--- config.mk ---
export PLATFORM = sky130hd
export DESIGN_NAME = apb_bridge_ctrl
export DESIGN_NICKNAME = d
export VERILOG_FILES = /design/src/rtl/apb_bridge_ctrl.sv
export SDC_FILE = /design/constraint.sdc
export NUM_CORES = 1
export LEC_CHECK = 0
export ABC_AREA = 1
export CAP_MARGIN = 0
export CORE_UTILIZATION = 40
export CTS_CLUSTER_DIAMETER = 200
export DETAILED_ROUTE_END_ITERATION = 10
export DONT_BUFFER_PORTS = 1
export GPL_TIMING_DRIVEN = 0
export PLACE_DENSITY = 0.57
export SYNTH_ARGS = -nofsm -noshare
export SYNTH_HDL_FRONTEND = slang
export SYNTH_SLANG_ARGS = --single-unit
--- constraint.sdc ---
create_clock -name HCLK -period 1.4 [get_ports HCLK]
set_input_delay 0.14 -clock HCLK [delete_from_list [all_inputs] [get_ports HCLK]]
set_output_delay 0.14 -clock HCLK [all_outputs]
set_load 0.005 [all_outputs]
--- src/rtl/apb_bridge_ctrl.sv ---
// AHB-Lite slave to APB master bridge: one AHB transfer becomes one APB SETUP/ACCESS transfer.
// Latency: accept in cycle N, zero-wait completion (HREADYOUT=1) in N+4; +1 per PREADY=0 cycle.
// Backpressure: AHB data phase is stretched via HREADYOUT; APB stalls via PREADY, optionally bounded.
module apb_bridge_ctrl #(
  parameter int ADDR_W  = 32,
  parameter int DATA_W  = 32,
  parameter int TMO_CYC = 0
) (
  input  logic              HCLK,
  input  logic              HRESET,
  input  logic              HSEL,
  input  logic [ADDR_W-1:0] HADDR,
  input  logic [1:0]        HTRANS,
  input  logic              HWRITE,
  input  logic              HREADY,
  input  logic [DATA_W-1:0] HWDATA,
  output logic [DATA_W-1:0] HRDATA,
  output logic              HREADYOUT,
  output logic              HRESP,
  output logic [ADDR_W-1:0] PADDR,
  output logic              PSEL,
  output logic              PENABLE,
  output logic              PWRITE,
  output logic [DATA_W-1:0] PWDATA,
  input  logic [DATA_W-1:0] PRDATA,
  input  logic              PREADY,
  input  logic              PSLVERR
);

  typedef enum logic [2:0] {
    ST_IDLE,
    ST_LATCH,
    ST_SETUP,
    ST_ACCESS,
    ST_RESP,
    ST_ERR1,
    ST_ERR2
  } state_t;

  // Last ACCESS count before giving up; only meaningful when the timeout is enabled.
  localparam logic [15:0] TMO_LAST = 16'(TMO_CYC - 1);
  localparam bit          TMO_EN   = (TMO_CYC != 0);

  state_t      state;
  logic [15:0] tmo_cnt;
  // Registered control outputs, packed as {HREADYOUT, HRESP, PSEL, PENABLE}.
  logic [3:0]  ctl;

  logic   accept;
  logic   addr_zero;
  logic   tmo_hit;
  state_t accept_nxt;
  logic   unused;

  assign accept     = HSEL & HTRANS[1] & HREADY;
  assign addr_zero  = (HADDR == '0);
  // A zero address is answered with ERROR without ever touching the APB side.
  assign accept_nxt = addr_zero ? ST_ERR1 : ST_LATCH;
  assign tmo_hit    = TMO_EN && (tmo_cnt == TMO_LAST);
  // HTRANS[0] only separates NONSEQ from SEQ and IDLE from BUSY; neither matters here.
  assign unused     = HTRANS[0];

  assign {HREADYOUT, HRESP, PSEL, PENABLE} = ctl;

  // Control output pattern that belongs to each state, loaded together with the state.
  function automatic logic [3:0] enc(input state_t s);
    case (s)
      ST_IDLE:   enc = 4'b1000;
      ST_LATCH:  enc = 4'b0000;
      ST_SETUP:  enc = 4'b0010;
      ST_ACCESS: enc = 4'b0011;
      ST_RESP:   enc = 4'b1000;
      ST_ERR1:   enc = 4'b0100;
      ST_ERR2:   enc = 4'b1100;
      default:   enc = 4'b1000;
    endcase
  endfunction

  // Transfer sequencer: state, registered control outputs, APB request and AHB read data.
  always_ff @(posedge HCLK) begin
    if (HRESET) begin
      state   <= ST_IDLE;
      ctl     <= enc(ST_IDLE);
      PADDR   <= '0;
      PWRITE  <= 1'b0;
      PWDATA  <= '0;
      HRDATA  <= '0;
      tmo_cnt <= '0;
    end else begin
      case (state)
        ST_IDLE, ST_RESP, ST_ERR2: begin
          if (accept) begin
            PADDR  <= HADDR;
            PWRITE <= HWRITE;
            state  <= accept_nxt;
            ctl    <= enc(accept_nxt);
          end else begin
            state <= ST_IDLE;
            ctl   <= enc(ST_IDLE);
          end
        end
        ST_LATCH: begin
          // Write data arrives in the AHB data phase, one cycle after the address.
          if (PWRITE) begin
            PWDATA <= HWDATA;
          end
          state <= ST_SETUP;
          ctl   <= enc(ST_SETUP);
        end
        ST_SETUP: begin
          tmo_cnt <= '0;
          state   <= ST_ACCESS;
          ctl     <= enc(ST_ACCESS);
        end
        ST_ACCESS: begin
          if (PREADY) begin
            if (PSLVERR) begin
              state <= ST_ERR1;
              ctl   <= enc(ST_ERR1);
            end else begin
              if (!PWRITE) begin
                HRDATA <= PRDATA;
              end
              state <= ST_RESP;
              ctl   <= enc(ST_RESP);
            end
          end else if (tmo_hit) begin
            state <= ST_ERR1;
            ctl   <= enc(ST_ERR1);
          end else begin
            tmo_cnt <= tmo_cnt + 16'd1;
          end
        end
        ST_ERR1: begin
          state <= ST_ERR2;
          ctl   <= enc(ST_ERR2);
        end
        default: begin
          state <= ST_IDLE;
          ctl   <= enc(ST_IDLE);
        end
      endcase
    end
  end

endmodule

==> results.tsv, run 1 <==
metric	value	unit
yosys_register_bits	104	
grt_antenna_before_repair	0	
grt_busiest_layer	met2	
cp-start-kind	flop	
rr_endpoint	HRDATA[30]	
grt_first_pass_wirelength	17200	um
min_to	state[0]	
ys_types	22	
final_common_cell	nor2_1	
worst-r2r-setup-slack	-40	ps
setup_slack	-39.6	ps
finalWirelength	11500	um
setup.worst_path.end_class	flop	
syn_nets	602	
setup_violations	2	
viasPerCell	5.02	
power.density	984	nW/um^2
overflow	0	
cellLeakagePower	2.20	nW
max_freq	0.695	GHz
vdd_drop_max	0.512	mV
ys_seq_area_share	54.8	%
met2_usage	38.6	%
r2r_cells	9	
fin_skew	12.1	ps
hold_depth	2	
finalNetCount	721	
fin_hold_ws	27.4	ps
layout_common_cells	181 x nor2_1, 101 x dfxtp_1, 98 x dlygate4sd3_1	
cp_data_required_time	1640	ps
hold_start	PSLVERR	
status	finished with violations	
synth.avg_cell_area	7.65	um^2
io_buffers	0	
vias	3753	
cts_tree	done	
postRouteAntennaNets	0	
grt_pass1_vias	3697	
hold_path.class	in2reg	
diodes	0	
synth_area	3800	um^2
hold_viol_final	0	
crit_type	reg2reg	
arrival	1680	ps
initial_utilization	41.2	%
yosys_warnings	0	
cts-buffers-inserted	9	
cp_max_fo	8	
dpl.hpwl	6950	um
tightestPinTransition	395	ps
final.setup.tns	-46.6	ps
drive_gt1_share	13.4	%
slew-limit-headroom	73.7	%
fp.dieArea	9900	um^2
drv_cap	0	
clock_sinks	104	
dr.pass1.iters	5	
finalCriticalPeriod	1440	ps
die_x	99.5	um
finalCritPeriodShare	103	%
dr.first_iter.drc_count	178	
rr_startpoint	state[0]	
violations	setup timing	
htree_num_levels	3	
drc	0	
rsz0062_at_grt	true	
core	9240	um^2
grt_usage	21.7	%
met1_usage	24.3	%
io_pins	206	
cts_buffer_depth	2	
fp.dieH	99.5	um
gp_congestion	0.782	
slew_violations	0	
gr-usage-met3	5.76	%
syn_to_final_growth	43.2	%
clkTransAtPathRegs	90	ps
placementRows	35	
root_buffer	clkbuf_8	
grt_max_degree	17	
clk-insertion-delay-late	350	ps
netlist_instances	497	
post_drt_wl_per_cell	15.3	um
state kept, by name, summed over array words and instances, names as in the netlist:
register and count:
HRDATA 32, ctl 4, PWRITE 1, state 3
PADDR 32, PWDATA 32
synthesized netlist by cell type, drive strengths merged:
| master | count | area [um^2] |
|---|---|---|
| buf | 14 | 103 |
| nor2 | 207 | 787 |
| a41oi | 2 | 17.5 |
| nand3 | 7 | 40.0 |
| nor3 | 2 | 21.3 |
| a21oi | 8 | 40.0 |
| clkbuf | 14 | 52.6 |
| o21ai | 100 | 500 |
| inv | 16 | 60.1 |
| a31oi | 1 | 6.26 |
| nand2 | 20 | 77.6 |
| dfxtp | 104 | 2080 |
| o21bai | 2 | 15.0 |
worst max path at each step:
stage | cells after the start | endpoint | slack (ps) | startpoint
after floorplan | 8 | HRDATA[0] | 130 | state[0]
after global placement | 8 | HRDATA[29] | -150 | state[0]
after detailed placement | 6 | PWDATA[22] | -190 | state[0]
after CTS | 9 | HRDATA[1] | -10 | state[0]
after global routing | 9 | HRDATA[30] | -130 | state[0]
final | 9 | HRDATA[30] | -40 | state[0]
worst max-delay path: stages, from the launching register on:
cell and delay, ps:
dfxtp_2 370, nand2_2 80, nor2_4 110, nand2_2 80
nor3_4 120, buf_6 180, inv_8 70, clkbuf_16 160
nor2_2 100, nor2_1 60
per-stage QoR:
| stage | utilization, % | cell area (um^2) | setup WS, ps | total power [mW] | cells |
|---|---|---|---|---|---|
| after floorplan | - | 3800 | 133 | 3.37 | 497 |
| after global placement | 42.9 | 3960 | -152 | 3.44 | 626 |
| after detailed placement | 42.9 | 3960 | -190 | 3.45 | 626 |
| after CTS | 56.3 | 5200 | -10.6 | 5.36 | 741 |
| after global routing | 58.9 | 5440 | -134 | 5.60 | 748 |
| final | 58.9 | 5440 | -39.6 | 5.36 | 748 |
layout make-up:
| cell class | count | area [um^2] |
|---|---|---|
| Buffer | 28 | 221 |
| Clock buffer | 10 | 138 |
| Clock inverter | 4 | 31.3 |
| Fill cell | 796 | 3800 |
| Inverter | 16 | 75.1 |
| Multi-Input combinational cell | 349 | 1640 |
| Sequential cell | 104 | 2090 |
| Tap cell | 129 | 161 |
| Timing Repair Buffer | 108 | 1090 |
repair_timing:
item | CTS | global route
hold buffers | 97 | 1
pin swaps | 5 | 11
gates resized for setup | 26 | 69
setup buffers | 4 | 3
setup endpoints to repair | 84 | 85
gates cloned | 0 | 3
endpoints found under the hold margin | 103 | 1
layer usage:
metal | share of wire (%) | routed length (um) | up-vias
met5 | 0 | 0 | -
met4 | 1.8 | 206 | 0
met3 | 8.1 | 933 | 20
met2 | 51 | 5810 | 176
met1 | 39 | 4520 | 1732
li1 | - | - | 1825
kinds of logic after synthesis:
logic type | after synthesis | synth area share [%]
buffers and inverters | 44 | 5.66
AND/OR/NAND/NOR | 236 | 24.4
AO/OA/AOI/OAI | 113 | 15.2
flip-flops | 104 | 54.8
where the power goes:
group / switching (mW) / total, mW / internal (mW)
Combinational: 0.253 / 0.552 / 0.299
Sequential: 0.0762 / 3.12 / 3.04
Clock: 1.00 / 1.69 / 0.684
Total: 1.33 / 5.36 / 4.03
(Power assumes the default switching activity.)
==> run 2: changes to the inputs <==
Clock period 1.4 ns to 1.7 ns, I/O delays scaled along.
==> run 2 against run 1 <==
Net effect:
- first-iteration DRC count shrank 10%
- register-to-register slack improved by 190 ps
- combinational power down 27%
- critical path type unchanged
- critical path depth decreased by 1
- total power is 18% lower
- critical endpoint is now PADDR[29]
- non-clock buffer count shrank 12
- largest cell class unchanged
- largest power group unchanged
- the run now ends clean
- final cell count decreased by 1.6%
==> results.tsv, run 2 (synthesized netlist as in run 1, its figures left out) <==
metric	value	unit
status	completed	
postRouteAntennaNets	0	
clk-insertion-delay-late	350	ps
final_common_cell	nor2_1	
viasPerCell	4.94	
tightestPinTransition	387	ps
switching_power	1.08	mW
diodes	0	
rsz0062_at_grt	false	
cts-buffers-inserted	9	
drive_gt1_share	7.41	%
rr_startpoint	state[2]	
fp.dieArea	9900	um^2
grt_antenna_before_repair	0	
max_freq	0.644	GHz
setup_violations	0	
fp.dieH	99.5	um
cp-start-kind	flop	
die_x	99.5	um
vias	3636	
overflow	0	
cp_max_fo	10	
fin_skew	11.8	ps
r2r_cells	8	
crit_start	state[2]	
finalCritPeriodShare	91.4	%
cts_buffer_depth	2	
final.setup.tns	0	ps
reg.largest.list	HRDATA: 32 flops, PADDR: 32 flops, PWDATA: 32 flops	
arrival	1800	ps
cp_data_required_time	1940	ps
io_pins	206	
setup.worst_path.end_class	flop	
layout_common_cells	204 x nor2_1, 102 x dfxtp_1, 96 x o21ai_0	
dr.pass1.iters	5	
grt_usage	21.4	%
syn_to_final_growth	34.5	%
finalCriticalPeriod	1550	ps
dp.cells	626	
grt_first_pass_wirelength	16900	um
p_int	3.29	mW
clock_sinks	104	
worst-r2r-setup-slack	150	ps
grt_max_degree	17	
placementRows	35	
nFillCells	828	
finalNetCount	709	
slew-limit-headroom	74.2	%
cellLeakagePower	2.11	nW
regArea	2080	um^2
power.density	856	nW/um^2
drv_cap	0	
grt_pass1_vias	3605	
vdd_drop_max	0.418	mV
dr.first_iter.drc_count	160	
io_buffers	0	
htree_num_levels	3	
finalWirelength	10900	um
dp_slack	110	ps
gp_congestion	0.782	
rr_endpoint	PADDR[29]	
slew_violations	0	
multi_input_area	1520	um^2
crit_type	reg2reg	
hold_path.class	in2reg	
swShare	24.8	%
fin_util	55.3	%
layout.cells.non_filler	736	
cts_tree	done	
initial_utilization	41.2	%
power_frac_seq	58.7	%
hold_viol_final	0	
post_drt_wl_per_cell	14.8	um
p_clk_share	32.1	%
crit_path_end	PADDR[29]	
root_buffer	clkbuf_8	
setup_slack	147	ps
drc	0	
clkTransAtPathRegs	90	ps
dpl.hpwl	6950	um
core	9240	um^2
p_comb_share	9.2	%
-- run 2: timing repair --
item | in CTS | in global routing
endpoints found under the hold margin | 98 | 1
resized for setup | 0 | 9
hold buffers | 94 | 1
setup buffers | 0 | 1
endpoints found under the setup margin | 0 | 35
-- run 2: area by class of cell --
cell class | instances | share of cell area, %
Sequential cell | 104 | 40.8
Multi-Input combinational cell | 349 | 29.7
Timing Repair Buffer | 96 | 18.7
Tap cell | 129 | 3.16
Buffer | 28 | 3.11
Clock buffer | 10 | 2.69
Inverter | 16 | 1.17
Clock inverter | 4 | 0.612
-- run 2: critical path, cell delays in order (launching register included) --
cell and delay (ps):
dfxtp_1 490, inv_2 80, nand2_1 100, nand2_1 90, nor2_4 160, inv_2 120, buf_2 210, nor2_1 130
nor2_1 60
-- run 2: power by group through the flow --
stage | combinational [mW] | clock, mW | sequential (mW)
2_1_floorplan | 0.169 | 0 | 2.60
3_3_place_gp | 0.209 | 0 | 2.62
3_5_place_dp | 0.214 | 0 | 2.62
4_1_cts | 0.392 | 1.44 | 2.57
5_1_grt | 0.444 | 1.53 | 2.58
6_report | 0.402 | 1.40 | 2.57
-- run 2: how the worst min path moves through the flow --
stage,startpoint,to,cells after the start
floorplan,HRESET,state[1],1
global placement,HRESET,state[1],1
detailed placement,HRESET,state[1],1
CTS,HWDATA[0],PWDATA[0],2
global route,HRESET,ctl[3],2
finish,HWDATA[1],PWDATA[1],2
-- run 2: per-stage QoR --
step                area, um^2  hold WS (ps)  total power [mW]
global placement          3960           243              2.83
CTS                       5070         0.605              4.40
floorplan                 3800           239              2.77
finish                    5110          18.0              4.37
global route              5110          26.0              4.56
detailed placement        3960           245              2.84
-- run 2: metal layers --
metal / GRT usage [%] / vias to the layer above / share of wire [%]
met1: 23.9 / 1654 / 41
met2: 37.9 / 160 / 49
li1: - / 1800 / -
met5: 0 / - / 0
met4: 9.84 / 0 / 1.9
met3: 5.90 / 22 / 8.1
==> run 3: changes to the inputs <==
Settings changed: GPL_TIMING_DRIVEN 0 to 1.
==> run 3 against run 2 <==
Net effect:
- die area did not move
- count of clock-buffer cells in the layout rose by 1
- maximum frequency rose by 1.1%
- highest routed layer unchanged
- sequential cell count did not move
- clock power rose by 17%
- critical path depth rose by 1
- hold slack improved by 2.7 ps
==> results.tsv, run 3 (synthesized netlist as in run 1, its figures left out) <==
metric	value	unit
grt_pass1_vias	3399	
slew_violations	0	
grt_usage	19.8	%
met1_usage	21.6	%
hold_viol_final	0	
grt_max_degree	60	
vias	3513	
fin_skew	10.8	ps
crit_type	reg2reg	
cp_top_family	simple AND/OR/NAND/NOR gates	
dr.first_iter.drc_count	145	
final_common_cell	nor2_1	
clock_sinks	104	
cp_data_required_time	1990	ps
post_drt_wl_per_cell	14.3	um
syn_to_final_growth	31.5	%
power.density	918	nW/um^2
drc	0	
nFillCells	819	
finalNetCount	684	
cts_tree	done	
status	completed	
vdd_drop_max	0.472	mV
crit_path_frequent_cell	nand2_1	
fp.dieArea	9900	um^2
grt_first_pass_wirelength	15800	um
slew-limit-headroom	65.5	%
reg.largest.list	HRDATA: 32 flops, PADDR: 32 flops, PWDATA: 32 flops	
cpPeakStageDelay	440	ps
finalCritPeriodShare	90.4	%
dpl.hpwl	6350	um
fin_hold_ws	20.7	ps
finalWirelength	10200	um
overflow	0	
layout_common_cells	205 x nor2_1, 104 x dfxtp_1, 96 x o21ai_0	
postRouteAntennaNets	0	
diodes	0	
max_freq	0.651	GHz
die_x	99.5	um
clk-insertion-delay-late	350	ps
cp_max_fo	6	
finalCriticalPeriod	1540	ps
tightestPinTransition	517	ps
gp_congestion	0.773	
grt_busiest_layer	met2	
cp_slowest_cell	dfxtp_1	
final.setup.tns	0	ps
initial_utilization	41.2	%
fp.dieH	99.5	um
met2_usage	35.3	%
cp.buffers_inverters	2	
clkTransAtPathRegs	90	ps
root_buffer	clkbuf_8	
arrival	1830	ps
gr-usage-met3	6.04	%
cts_buffer_depth	2	
drv_cap	0	
grt_antenna_before_repair	0	
io_pins	206	
cp-start-kind	flop	
cellLeakagePower	2.07	nW
core	9240	um^2
hold_path.class	in2reg	
htree_num_levels	3	
io_buffers	0	
cts-buffers-inserted	9	
viasPerCell	4.93	
crit_path_cell_trace	inv_2 > nand2_1 > nand2_1 > nor2_4 > buf_4 > nand3_2 > o21bai_1 > nand2_1 > nand2_1	
setup.worst_path.end_class	flop	
placementRows	35	
rsz0062_at_grt	false	
drive_gt1_share	5.99	%
dr.pass1.iters	5	
setup_violations	0	
[run 3: cell types whose count changed in the layout (fill, tap and decap cells not counted), moves of 2 or more]
cell,before,now
dlygate4sd3_1,95,88
buf_6,4,0
dfxtp_1,102,104
buf_2,6,0
clkbuf_1,13,2
clkinvlp_4,3,1
dfxtp_2,2,0
buf_4,4,10
bufinv_16,0,2
[run 3: where the power goes]
| part | internal [mW] | switching (mW) | total [mW] | leakage (nW) |
|---|---|---|---|---|
| registers | 2.51 | 0.0594 | 2.57 | 0.842 |
| logic | 0.207 | 0.174 | 0.381 | 1.12 |
| clock network | 0.832 | 0.807 | 1.64 | 0.104 |
[run 3: path summary, 6_finish.rpt]
path / startpoint / depth (start not counted) / end / slack (ps)
max: state[2] / 9 / ctl[2] / 160
min reg2reg: ctl[2] / 2 / ctl[2] / 500
max reg2reg: state[2] / 9 / ctl[2] / 160
min: HWDATA[28] / 2 / PWDATA[28] / 20
[run 3: cell type report]
cell class / instances / area (um^2) / share of cell area, %
well taps: 129 / 161 / 3.23
multi-input cells: 349 / 1510 / 30.1
clock buffers: 11 / 131 / 2.63
repair buffers: 99 / 976 / 19.5
flip-flops and latches: 104 / 2080 / 41.6
clock inverters: 5 / 81.3 / 1.63
inverters: 16 / 62.6 / 1.25
[run 3: metrics by stage]
step | total power, mW | cells | util, % | setup slack, ps | cell area, um^2
after floorplan | 2.77 | 497 | - | 433 | 3800
after global placement | 2.82 | 607 | 42.1 | 175 | 3890
after detailed placement | 2.83 | 607 | 42.1 | 112 | 3890
after CTS | 4.64 | 711 | 53.9 | 98.1 | 4980
after global routing | 4.79 | 713 | 54.1 | 4.35 | 5000
final | 4.59 | 713 | 54.1 | 164 | 5000
[run 3: what timing repair did]
item                                    CTS  global route
buffers inserted                          0             2
gates resized for setup                   0             2
hold buffers                             88             0
endpoints found under the setup margin    0            29
endpoints found under the hold margin    92             0
[run 3: metal layers]
metal,wire (um),share of wire (%)
met5,0,0
met4,204,2.0
met3,776,7.6
met2,5030,49
met1,4180,41
